$ cat src/rtl/uart_dram_tx.sv
// uart_dram_tx: on a rising edge of start_Tx, reads BYTE_COUNT bytes from data RAM
// starting at BASE_ADDR and sends each one on an 8N1 UART line, LSB first.
// busy marks ownership of the DRAM read port so the top level can mux addresses.
// Optional feature macro: UART_TX_PARITY_EN inserts an even parity bit after bit 7 (8E1).
module uart_dram_tx #(
  parameter int unsigned CLKS_PER_BIT = 434,
  parameter logic [15:0] BASE_ADDR    = 16'h0000,
  parameter logic [15:0] BYTE_COUNT   = 16'd256
) (
  input  logic        clock,
  input  logic        reset,
  input  logic        start_Tx,
  input  logic [7:0]  DRAM_input_data,
  output logic [15:0] DRAM_address_tx,
  output logic        tx,
  output logic        busy,
  output logic        done
);

  localparam int unsigned BaudW = (CLKS_PER_BIT > 1) ? $clog2(CLKS_PER_BIT) : 1;
  localparam logic [BaudW-1:0] BaudLast = BaudW'(CLKS_PER_BIT - 1);

`ifdef UART_TX_PARITY_EN
  typedef enum logic [2:0] {
    StIdle, StFetch, StLoad, StStart, StData, StParity, StStop, StDone
  } state_e;
`else
  typedef enum logic [2:0] {
    StIdle, StFetch, StLoad, StStart, StData, StStop, StDone
  } state_e;
`endif

  state_e           state;
  logic             start_Tx_d;
  logic             request;
  logic [BaudW-1:0] baud_cnt;
  logic [2:0]       bit_cnt;
  logic [15:0]      sent_cnt;
  logic [15:0]      sent_next;
  logic [7:0]       shreg;
  logic             baud_end;
`ifdef UART_TX_PARITY_EN
  logic             parity_bit;
`endif

  // Rising-edge detect on the start strobe; a held level only fires once.
  assign request   = start_Tx & ~start_Tx_d;
  assign baud_end  = (baud_cnt == BaudLast);
  assign sent_next = sent_cnt + 16'd1;

  // Transmit sequencer: state, counters and all outputs are registered together.
  always_ff @(posedge clock) begin
    if (reset) begin
      state           <= StIdle;
      start_Tx_d      <= 1'b0;
      baud_cnt        <= '0;
      bit_cnt         <= 3'd0;
      sent_cnt        <= 16'd0;
      shreg           <= 8'd0;
      DRAM_address_tx <= BASE_ADDR;
      tx              <= 1'b1;
      busy            <= 1'b0;
      done            <= 1'b0;
`ifdef UART_TX_PARITY_EN
      parity_bit      <= 1'b0;
`endif
    end else begin
      start_Tx_d <= start_Tx;
      done       <= 1'b0;

      unique case (state)
        StIdle: begin
          tx       <= 1'b1;
          baud_cnt <= '0;
          bit_cnt  <= 3'd0;
          if (request) begin
            if (BYTE_COUNT == 16'd0) begin
              // Nothing to send: acknowledge straight away without claiming the port.
              done  <= 1'b1;
              state <= StDone;
            end else begin
              DRAM_address_tx <= BASE_ADDR;
              sent_cnt        <= 16'd0;
              busy            <= 1'b1;
              state           <= StFetch;
            end
          end
        end

        // Address is presented; the RAM returns data one cycle later.
        StFetch: begin
          state <= StLoad;
        end

        StLoad: begin
          shreg    <= DRAM_input_data;
`ifdef UART_TX_PARITY_EN
          parity_bit <= ^DRAM_input_data;
`endif
          baud_cnt <= '0;
          tx       <= 1'b0;
          state    <= StStart;
        end

        StStart: begin
          if (baud_end) begin
            baud_cnt <= '0;
            bit_cnt  <= 3'd0;
            tx       <= shreg[0];
            state    <= StData;
          end else begin
            baud_cnt <= baud_cnt + 1'b1;
          end
        end

        StData: begin
          if (baud_end) begin
            baud_cnt <= '0;
            shreg    <= {1'b0, shreg[7:1]};
            if (bit_cnt == 3'd7) begin
`ifdef UART_TX_PARITY_EN
              tx    <= parity_bit;
              state <= StParity;
`else
              tx    <= 1'b1;
              state <= StStop;
`endif
            end else begin
              // Next bit is the one that lands in position 0 after this shift.
              tx      <= shreg[1];
              bit_cnt <= bit_cnt + 3'd1;
            end
          end else begin
            baud_cnt <= baud_cnt + 1'b1;
          end
        end

`ifdef UART_TX_PARITY_EN
        StParity: begin
          if (baud_end) begin
            baud_cnt <= '0;
            tx       <= 1'b1;
            state    <= StStop;
          end else begin
            baud_cnt <= baud_cnt + 1'b1;
          end
        end
`endif

        StStop: begin
          if (baud_end) begin
            baud_cnt <= '0;
            sent_cnt <= sent_next;
            if (sent_next == BYTE_COUNT) begin
              done  <= 1'b1;
              state <= StDone;
            end else begin
              // 16-bit wrap past 16'hFFFF is intentional.
              DRAM_address_tx <= DRAM_address_tx + 16'd1;
              state           <= StFetch;
            end
          end else begin
            baud_cnt <= baud_cnt + 1'b1;
          end
        end

        StDone: begin
          busy  <= 1'b0;
          state <= StIdle;
        end

        default: begin
          tx    <= 1'b1;
          busy  <= 1'b0;
          state <= StIdle;
        end
      endcase
    end
  end

endmodule

$ cat config.mk
export PLATFORM = sky130hd
export DESIGN_NAME = uart_dram_tx
export DESIGN_NICKNAME = d
export VERILOG_FILES = /design/src/rtl/uart_dram_tx.sv
export SDC_FILE = /design/constraint.sdc
export NUM_CORES = 1
export LEC_CHECK = 0
export ABC_AREA = 1
export ABC_CLOCK_PERIOD_IN_PS = 2200
export CAP_MARGIN = 20
export CORE_MARGIN = 1.5
export CORE_UTILIZATION = 41
export CTS_CLUSTER_DIAMETER = 80
export DETAILED_ROUTE_END_ITERATION = 16
export MAX_ROUTING_LAYER = met4
export PLACE_DENSITY = 0.59
export SLEW_MARGIN = 10
export SYNTH_ARGS = -nofsm -noshare
export SYNTH_HDL_FRONTEND = slang
export SYNTH_SLANG_ARGS = --single-unit
$ cat constraint.sdc
create_clock -name clock -period 2.2 [get_ports clock]
set_clock_uncertainty 0.2 [all_clocks]
set_input_delay 0.44 -clock clock [delete_from_list [all_inputs] [get_ports clock]]
set_output_delay 0.44 -clock clock [all_outputs]
set_load 0.1 [all_outputs]
==> results <==
- Clock tree synthesis inserted a total of 9 buffers.
- The region available for standard cell placement spans between 8000 and 9000 um^2.
- The number of enable-type register cells in the synthesized netlist is 0.
- The number of synthesis warnings is 0.
- For the pin with the worst max-slew slack, the measured transition is about 0.39 ns.
- For this run, the slowest stage of the critical path takes 0.36 ns.
- Port buffering added 29 buffers.
- The weighted congestion reported at the end of routability-driven placement is between 0.8 and 0.9.
- The worst path required time is about 2.3 ns.
- The number of buffer and inverter stages on the critical path is 1.
- Summed over all layers, the routed wires come to 8513 um.
- The cell type contributing the most total cell area after synthesis is sky130_fd_sc_hd__dfxtp_1.
- The cell family with the largest share of critical-path delay is simple AND/OR/NAND/NOR gates.
- The area share of the leading cell type in the synthesized netlist is 0.3462.
- The setup TNS is 0 ns.
- Entering global routing, the biggest net connects 43 pins.
- The number of nets handed over by synthesis was ~520.
- Setup violations remaining at the end of the flow were counted as 0.
- Each instance of the synthesized netlist takes up on average approximately 6.7 um^2.
- For this run, asynchronously set or reset flops after synthesis account for 0.
- The final number of hold-violating endpoints came to 0.
- The TritonCTS sink count is 59.
- The number of antenna violations at the first check in global routing is 0.
- The vertical extent of the die is about 94 um.
- The portion of the clock cycle consumed by the worst path in the final layout is 0.9784.
- Before CTS, the worst setup slack after placement is -0.07018 ns.
- The number of detailed-route iterations in the first pass is 4.
- The cell area that synthesis handed to floorplanning was between 3000 and 4000 um^2.
- After detailed routing, the number of vias per cell comes to approximately 5.1.
- The final critical delay including setup and external delays is 2.152 ns.
- The element type at the critical path end is a register.
- The first global-routing pass estimated approximately 14,000 um of wire.
- The sum of net half-perimeters after detailed placement is ~5900 um.
- After clock tree synthesis, the clock-pin slew on the worst setup and hold paths is approximately 0.07 ns.
- After detailed routing, the number of remaining DRC violations is 0.
- The number of cell rows is 33.
- The class of the most critical hold timing path is primary input to register.
- The later pin in the worst-skew pair is clocked with a latency of about 0.34 ns.
- The fraction of layout instances using a drive strength above 1 is 0.2438.
- The detail-routed net length per standard cell is roughly 13 um.
- The overall fraction of global-route tracks in use is 0.2062.
- The most used cell along the critical path is sky130_fd_sc_hd__nand2_2.
- In this run the worst path has a maximum fanout of 7.
- The worst pin sits at a relative slew slack of 0.7428.
- TritonCTS built the clock tree.
- The leakage power summed over all cells is approximately 1.7 nW.
- The worst hold slack after final layout is 0.1683 ns.
- Traced cell by cell, the critical path runs through ha_4 -> nand2_4 -> nor2_4 -> nand2_2 -> nand2_2 -> nand2_2 -> nor2_2 -> nand2_2 -> nor2_4 -> nand4_4 -> buf_8 -> nand2_4 -> nand2_2 -> a21oi_2.
- By area the synthesized netlist is led by sky130_fd_sc_hd__dfxtp_1, sky130_fd_sc_hd__nand2_1, sky130_fd_sc_hd__a21oi_1, sky130_fd_sc_hd__nor2_1, sky130_fd_sc_hd__nand3_1.
- 30 I/O pins were placed.
- The cell chosen for the clock root is sky130_fd_sc_hd__clkbuf_8.
- For this run, the post-layout net count is between 500 and 600.
- The number of cells produced by synthesis is 507.
- The horizontal die dimension is around 94 um.
- The hold buffer count at CTS is 0.
- The synthesized netlist contains 37 unique library cells.
- The remaining global-route overflow is 0.
- The predominant post-synthesis flop cell is sky130_fd_sc_hd__dfxtp_1.
- The number of diodes added for antenna fixing is 0.
- The kind of critical path is register to register.
- The flow ran to the end, and the final reports show no timing, DRC or antenna violations.
- Setup repair after global routing could not meet its margin everywhere.
- In this run the cell area measured after placement is around 4100 um^2.
- The post-route worst setup slack is 0.04754 ns.
- The share of the Yosys chip area taken by registers is 0.3462.
- The initial utilization of the core area, before any placement, comes to 0.4195.
- The number of DRC markers in iteration 0 is approximately 160.
- Summing all non-filler instances in the final layout gives an area of between 4000 and 5000 um^2.
- The remaining antenna violation count is 0.
- Dividing total power by cell area gives a power density of about 780 nW/um^2.
- The number of pins exceeding their max-slew limit in the final report is 0.
- The number of placed instances, taps included, is approximately 650.
- The area growth from synthesis to layout is 32.27%.
- The final instance count without filler cells is roughly 670.
- The die area is 8878 um^2.
- The number of levels in the clock H-tree is 3.
- STA classifies the critical path startpoint as a register.
- Across all layers, the routed design uses 3,447 vias.
- Counting flops and latches in the post-synthesis netlist gives 59.
- The maximum root-to-sink buffer count is 2.
- The number of global-route vias before repair is 3,194.
- The worst-case IR drop observed on VDD is about 0.47 mV.
- The highest-delay cell along the critical path is sky130_fd_sc_hd__dfxtp_2.
- For the worst setup path, the data arrival time is ~2.2 ns.
- For this run, the top clock speed supported by timing is about 460 MHz.
- Max-cap violations in this run came to 0.
[flip-flops by register name (all words and copies together), names as in the netlist, 3 cells and up]
signal,count
bit_cnt,3
state,3
baud_cnt,9
sent_cnt,16
DRAM_address_tx,16
shreg,8
[kinds of logic after synthesis]
| kind of cell | share of synthesized area |
|---|---|
| DFF | 0.3462 |
| adders and majority gates | 0.02200 |
| buffers and inverters | 0.07884 |
| AOI/OAI and AO/OA | 0.1525 |
| xor gates and xnor gates | 0.03081 |
| and+or+nand+nor | 0.3696 |
[per-layer routing]
layer,global-route usage,vias to the layer above,share of wire
met5,-,-,0
met1,0.2602,1597,0.48
li1,-,1781,-
met3,0.05421,11,0.036
met4,0.05348,0,0.011
met2,0.3267,58,0.47
[path summary, 6_finish.rpt]
| path | startpoint | endpoint | slack (ns) | cells after the start |
|---|---|---|---|---|
| worst max-delay path | sent_cnt[1] | state[1] | 0.05 | 14 |
| worst min-delay path | reset | baud_cnt[4] | 0.17 | 2 |
| worst max register to register | sent_cnt[1] | state[1] | 0.05 | 14 |
| worst min register to register | bit_cnt[1] | bit_cnt[1] | 0.27 | 2 |
[synth_stat cells (2+ instances only)]
| cell | number |
|---|---|
| sky130_fd_sc_hd__clkinv_1 | 2 |
| sky130_fd_sc_hd__nor2_1 | 48 |
| sky130_fd_sc_hd__ha_1 | 6 |
| sky130_fd_sc_hd__nor3_1 | 8 |
| sky130_fd_sc_hd__nand2_2 | 13 |
| sky130_fd_sc_hd__inv_1 | 44 |
| sky130_fd_sc_hd__o211ai_1 | 2 |
| sky130_fd_sc_hd__nand3_1 | 35 |
| sky130_fd_sc_hd__o22ai_1 | 3 |
| sky130_fd_sc_hd__xnor2_1 | 3 |
| sky130_fd_sc_hd__nand4_1 | 14 |
| sky130_fd_sc_hd__clkbuf_1 | 5 |
| sky130_fd_sc_hd__nand3b_1 | 7 |
| sky130_fd_sc_hd__nor2_2 | 6 |
| sky130_fd_sc_hd__xor2_1 | 9 |
| sky130_fd_sc_hd__buf_2 | 7 |
| sky130_fd_sc_hd__a21oi_2 | 10 |
| sky130_fd_sc_hd__nand2_1 | 136 |
| sky130_fd_sc_hd__inv_2 | 4 |
| sky130_fd_sc_hd__nor2_4 | 4 |
| sky130_fd_sc_hd__o21ai_1 | 3 |
| sky130_fd_sc_hd__dfxtp_1 | 59 |
| sky130_fd_sc_hd__buf_1 | 2 |
| sky130_fd_sc_hd__a21oi_1 | 39 |
| sky130_fd_sc_hd__o21ai_0 | 19 |
| sky130_fd_sc_hd__a211oi_1 | 2 |
| sky130_fd_sc_hd__a31oi_1 | 7 |
[where the power goes]
group	switching (mW)	internal, mW
registers	0.0612	1.16
clock network	0.443	0.698
logic	0.797	0.354
total	1.30	2.21
[through the flow]
stage / power, mW / utilization
6_report: 3.509 / 0.5548
5_1_grt: 3.675 / 0.5548
4_1_cts: 3.455 / 0.5339
3_5_place_dp: 2.309 / 0.5032
3_3_place_gp: 2.303 / 0.5032
2_1_floorplan: 2.043 / -
[cells in the final DEF, fill, tap and decap left out, drive strengths merged, types with 13 or more instances in the layout]
cell type and instances:
dfxtp 59, buf 48, o21ai 22, inv 48, nand4 15, nand3 35
nor2 58, a21oi 49, clkbuf 13, nand2 150
[cell type report]
| class | count | area [um^2] |
|---|---|---|
| fillers | 757 | 3621 |
| multi-input cells | 383 | 2095 |
| flip-flops and latches | 59 | 1197 |
| repair buffers | 58 | 671.9 |
| inverters | 50 | 190.2 |
| clock buffers | 12 | 155.1 |
| well taps | 105 | 131.4 |
| clock inverters | 4 | 72.57 |
[repair_timing]
item	CTS	global route
pin swaps	1	14
gates resized for setup	4	39
cloned	0	1
setup endpoints to repair	19	21
buffers inserted	1	1
Power figures use the tool's default switching activity.
